File: src/rtl/stage_skid_reg.sv
// Pipeline-stage register with valid/ready handshake, 2-entry skid buffer and flushable control field.
// Define STAGE_SKID_REG_PERF_EN to add saturating stall/flush performance counters.
`timescale 1ns/1ps
module stage_skid_reg #(
  parameter int unsigned CTRL_W     = 16,
  parameter int unsigned DATA_W     = 128,
  parameter bit          CLEAR_DATA = 1'b0
) (
  input  logic              clk,
  input  logic              rst,
  input  logic              flush,
  input  logic              in_valid,
  output logic              in_ready,
  input  logic [CTRL_W-1:0] in_ctrl,
  input  logic [DATA_W-1:0] in_data,
  output logic              out_valid,
  input  logic              out_ready,
  output logic [CTRL_W-1:0] out_ctrl,
  output logic [DATA_W-1:0] out_data,
  output logic [1:0]        occupancy
`ifdef STAGE_SKID_REG_PERF_EN
  ,
  output logic [31:0]       perf_stall_cnt,
  output logic [31:0]       perf_flush_cnt
`endif
);

  logic              main_vld_q, main_vld_d;
  logic [CTRL_W-1:0] main_ctrl_q, main_ctrl_d;
  logic [DATA_W-1:0] main_data_q, main_data_d;
  logic              skid_vld_q, skid_vld_d;
  logic [CTRL_W-1:0] skid_ctrl_q, skid_ctrl_d;
  logic [DATA_W-1:0] skid_data_q, skid_data_d;

  logic accept;
  logic issue;

  // in_ready comes only from the skid flop, so out_ready never reaches it combinationally
  assign in_ready  = ~skid_vld_q;
  assign accept    = in_valid & in_ready;
  assign issue     = main_vld_q & out_ready;

  assign out_valid = main_vld_q;
  assign out_ctrl  = main_ctrl_q;
  assign out_data  = main_data_q;
  assign occupancy = {1'b0, main_vld_q} + {1'b0, skid_vld_q};

  always_comb begin
    main_vld_d  = main_vld_q;
    main_ctrl_d = main_ctrl_q;
    main_data_d = main_data_q;
    skid_vld_d  = skid_vld_q;
    skid_ctrl_d = skid_ctrl_q;
    skid_data_d = skid_data_q;
    if (flush) begin
      main_vld_d  = 1'b0;
      main_ctrl_d = '0;
      skid_vld_d  = 1'b0;
      skid_ctrl_d = '0;
      if (CLEAR_DATA) begin
        main_data_d = '0;
        skid_data_d = '0;
      end
    end else if (skid_vld_q) begin
      if (issue) begin
        main_ctrl_d = skid_ctrl_q;
        main_data_d = skid_data_q;
        skid_vld_d  = 1'b0;
        skid_ctrl_d = '0;
      end
    end else if (main_vld_q) begin
      if (accept && issue) begin
        main_ctrl_d = in_ctrl;
        main_data_d = in_data;
      end else if (accept) begin
        skid_vld_d  = 1'b1;
        skid_ctrl_d = in_ctrl;
        skid_data_d = in_data;
      end else if (issue) begin
        // Data is left in place on drain; only the control field must go quiet
        main_vld_d  = 1'b0;
        main_ctrl_d = '0;
      end
    end else if (accept) begin
      main_vld_d  = 1'b1;
      main_ctrl_d = in_ctrl;
      main_data_d = in_data;
    end
  end

  always_ff @(posedge clk) begin
    if (rst) begin
      main_vld_q  <= 1'b0;
      main_ctrl_q <= '0;
      main_data_q <= '0;
      skid_vld_q  <= 1'b0;
      skid_ctrl_q <= '0;
      skid_data_q <= '0;
    end else begin
      main_vld_q  <= main_vld_d;
      main_ctrl_q <= main_ctrl_d;
      main_data_q <= main_data_d;
      skid_vld_q  <= skid_vld_d;
      skid_ctrl_q <= skid_ctrl_d;
      skid_data_q <= skid_data_d;
    end
  end

`ifdef STAGE_SKID_REG_PERF_EN
  logic [31:0] stall_cnt_q, stall_cnt_d;
  logic [31:0] flush_cnt_q, flush_cnt_d;

  always_comb begin
    stall_cnt_d = stall_cnt_q;
    flush_cnt_d = flush_cnt_q;
    if (main_vld_q && !out_ready && stall_cnt_q != 32'hFFFF_FFFF)
      stall_cnt_d = stall_cnt_q + 32'd1;
    if (flush && main_vld_q && flush_cnt_q != 32'hFFFF_FFFF)
      flush_cnt_d = flush_cnt_q + 32'd1;
  end

  always_ff @(posedge clk) begin
    if (rst) begin
      stall_cnt_q <= '0;
      flush_cnt_q <= '0;
    end else begin
      stall_cnt_q <= stall_cnt_d;
      flush_cnt_q <= flush_cnt_d;
    end
  end

  assign perf_stall_cnt = stall_cnt_q;
  assign perf_flush_cnt = flush_cnt_q;
`endif

endmodule

File: config.mk
export PLATFORM = sky130hd
export DESIGN_NAME = stage_skid_reg
export DESIGN_NICKNAME = d
export VERILOG_FILES = /design/src/rtl/stage_skid_reg.sv
export SDC_FILE = /design/constraint.sdc
export NUM_CORES = 1
export LEC_CHECK = 0
export CAP_MARGIN = 0
export CELL_PAD_IN_SITES_DETAIL_PLACEMENT = 0
export CELL_PAD_IN_SITES_GLOBAL_PLACEMENT = 2
export CORE_AREA = 3 3 182 184
export DETAILED_ROUTE_END_ITERATION = 6
export DIE_AREA = 0 0 185 187
export DONT_BUFFER_PORTS = 1
export PLACE_DENSITY = 0.8
export SYNTH_ARGS = -nofsm -noshare
export SYNTH_HDL_FRONTEND = slang
export SYNTH_SLANG_ARGS = --single-unit
File: constraint.sdc
create_clock -name clk -period 2.2 [get_ports clk]
set_input_delay 0.44 -clock clk [delete_from_list [all_inputs] [get_ports clk]]
set_output_delay 0.44 -clock clk [all_outputs]
set_load 0.1 [all_outputs]
==> summary.txt <==
Floorplan
  • Row count: 65
  • I/O pin count: 297
  • Die extent in x: 185 um
  • Core area: 31600 um2
  • Die Y: 187 um
  • Die area: 34600 um2
  • Initial Utilization: 0.371

Placed design
  • Routability cong.: 0.753
  • Post-DP HPWL: 20.1 mm
  • Port buffer count: 0

Synth
  • Post-Synthesis Net Count: 1443
  • Post-synthesis sequential area ratio: 0.496
  • Synth area leaders: dfxtp_1 (50%), mux2i_1 (12%), a21oi_1 (11%)
  • Biggest area consumer among synthesized cells: dfxtp_1
  • Cells after Synth: 1291
  • Commonest cells in the netlist: nand2_1 (291), dfxtp_1 (290), a21oi_1 (259), mux2i_1 (144), a211oi_1 (128)
  • Most numerous cell in the Yosys netlist: nand2_1
  • Synth top area share: 0.496
  • FF+latch count, synth: 290
  • Synth Flop Type: dfxtp_1
  • Synthesized area per cell: 9.07 um2
  • Cell area after synthesis: 11700 um2
  • EDFF count, synth: 0
  • Post-synthesis async set-or-reset flop share: 0
  • Ys Warns: 0
  • Synth unique cells: 28

Global routing
  • Largest net degree at the start of global routing: 259
  • Antenna violations before repair: 0
  • First-pass GRT wire length: 52.2 mm
  • Vias in the first global route: 8828
  • Total GRT Usage: 0.186
  • Total gr overflow: 0

Worst hold path
  • Hold Crit Class: in2reg

STA
  • RSZ-0062 raised after global routing: false
  • Final Cycle Share: 0.950
  • Tmin final: 2.09 ns
  • Hold Violations, Final: 0
  • Fmax achieved: 479 MHz
  • Fin Hold WS: 0.0519 ns
  • Worst slew pin tran: 0.739 ns
  • Layout Skew: 0.0177 ns
  • Setup Viol. Count Final: 0
  • Pins Over Slew Limit: 0
  • Slew margin rel.: 0.507

Detailed routing
  • Initial DRC Count: 531
  • DRC viols: 0
  • Via Count: 9360
  • Post-Route WL: 34.0 mm
  • Vias/cell: 5.19
  • Drt pass-1 iters: 5
  • Drt wl/cell: 18.9 um
  • Post-DRT Antenna Nets: 0

Power
  • Clock share of power: 0.399
  • Sw Pwr: 0.00437 W
  • Pwr Total: 0.0138 W
  • Pint: 0.00942 W
  • Gate power share: 0.196
  • PwrDens: 963 nW/um2
  • Seq pwr share: 0.405
  • Sw Share: 0.317
  • Leakage power: 5.03 nW
  • Peak VDD IR: 552 uV

CTS
  • Clk_lat worst skew: 0.51 ns
  • CTS root buf: clkbuf_16
  • CTS clk-pin slew, worst paths: 0.06 ns
  • Sink Count: 290
  • Max clock buf depth: 3
  • Setup Fix Bufs, Post-CTS: 0
  • Num CTS Buffers: 34
  • Max H-tree Level: 2
  • CTS tree: done

Layout
  • Fill cell count: 3079
  • N_diodes: 0
  • Multi-input logic area: 5350 um2
  • Share of cells above drive strength 1: 0.179
  • Seq. cell area: 5810 um2
  • Nets: 1532
  • P&R area growth vs syn: 22.3%

Worst setup path
  • Crit. End Element: output port
  • Crit-path cells: buf_16 -> ha_1 -> buf_12
  • Critical path's largest stage delay: 0.44 ns
  • Setup CP Type: reg2out
  • Worst EP required: 1.76 ns
  • WP buf/inv: 2
  • CP delay by family, top: flip-flops
  • Crit path arrival time: 1.65 ns
  • CP Launch Type: register
  • Slowest CP cell: dfxtp_4
  • Worst-path maximum fanout: 35

Outcome
  • Outcome: complete, no violations

Flow run
  • Max-Cap Viols: 0
[flip-flops by register name (all words and copies together), names as in the netlist]
name         cells
out_ctrl        16
out_data       128
out_valid        1
skid_ctrl_q     16
skid_data_q    128
skid_vld_q       1
[final timing paths]
check,cells past startpoint,to,slack (ns),from
hold reg to reg,2,skid_data_q[18],0.45,skid_data_q[18]
setup / recovery,3,occupancy[1],0.11,skid_vld_q
setup reg to reg,6,skid_data_q[10],0.17,skid_vld_q
hold / removal,1,skid_data_q[98],0.05,rst
[area by class of cell]
type                            instances  area share
Tap cell                              402      0.0351
Clock inverter                          3     0.00105
Timing Repair Buffer                  175       0.108
Inverter                                2    0.000786
Sequential cell                       290       0.406
Clock buffer                           56      0.0752
Multi-Input combinational cell        877       0.374
[kinds of logic after synthesis]
logic type	after synthesis	synth area share
muxes	160	0.138
adders and majority gates	3	0.00321
DFF	290	0.496
and+or+nand+nor	305	0.103
AOI/OAI and AO/OA	409	0.209
buffers and inverters	124	0.0510
[layout by cell type (no fill, tap or decap), types with 2 or more instances in the layout]
cell type      count
a211oi_1         128
a21oi_1          259
a22o_1            16
and2_4             2
buf_12            15
buf_4            156
clkbuf_1          11
clkbuf_16         37
clkbuf_8           8
clkinv_2           3
dfxtp_1          288
dlygate4sd3_1      2
ha_1               2
mux2_2            16
mux2i_1          144
nand2_1          291
nand2b_1           2
nor2_1             4
[through the flow]
step	cell area (um2)	TNS (ns)	utilization	cells	worst slack [ns]
6_report	14300	0	0.454	1805	0.111
2_1_floorplan	11800	-0.333	-	1291	-0.00397
5_1_grt	14300	0	0.454	1805	0.0262
3_5_place_dp	13200	0	0.417	1743	0.291
4_1_cts	14300	0	0.453	1804	0.0581
3_3_place_gp	13200	0	0.417	1743	0.333
[worst register-to-register path: cells and delay by family, from the launching register on]
kind                     cells  cell delay [ns]
adder cells (fa/ha/maj)      1             0.25
flip-flops                   1             0.40
AND/OR/NAND/NOR              2             0.80
buffers and inverters        2             0.36
AO/OA/AOI/OAI                1             0.06
[power by group through the flow]
stage	combinational, W	clock (W)	sequential (W)
after floorplan	0.000713	0	0.00721
after global placement	0.00270	0	0.00569
after detailed placement	0.00271	0	0.00569
after CTS	0.00272	0.00571	0.00558
after global routing	0.00283	0.00591	0.00560
final	0.00270	0.00551	0.00558
[repair_timing]
action | 4_1_cts | 5_1_grt
hold endpoints to repair | 1 | 1
resized for setup | 1 | 0
setup endpoints to repair | 1 | 0
hold buffers | 1 | 1
[layer usage]
metal | track usage | share of wire | vias up
li1 | - | - | 4738
met1 | 0.239 | 0.43 | 4359
met2 | 0.294 | 0.46 | 223
met3 | 0.0762 | 0.098 | 40
met4 | 0.0430 | 0.016 | 0
met5 | 0 | 0 | -
Note: power is estimated with default switching activity, not from simulation.
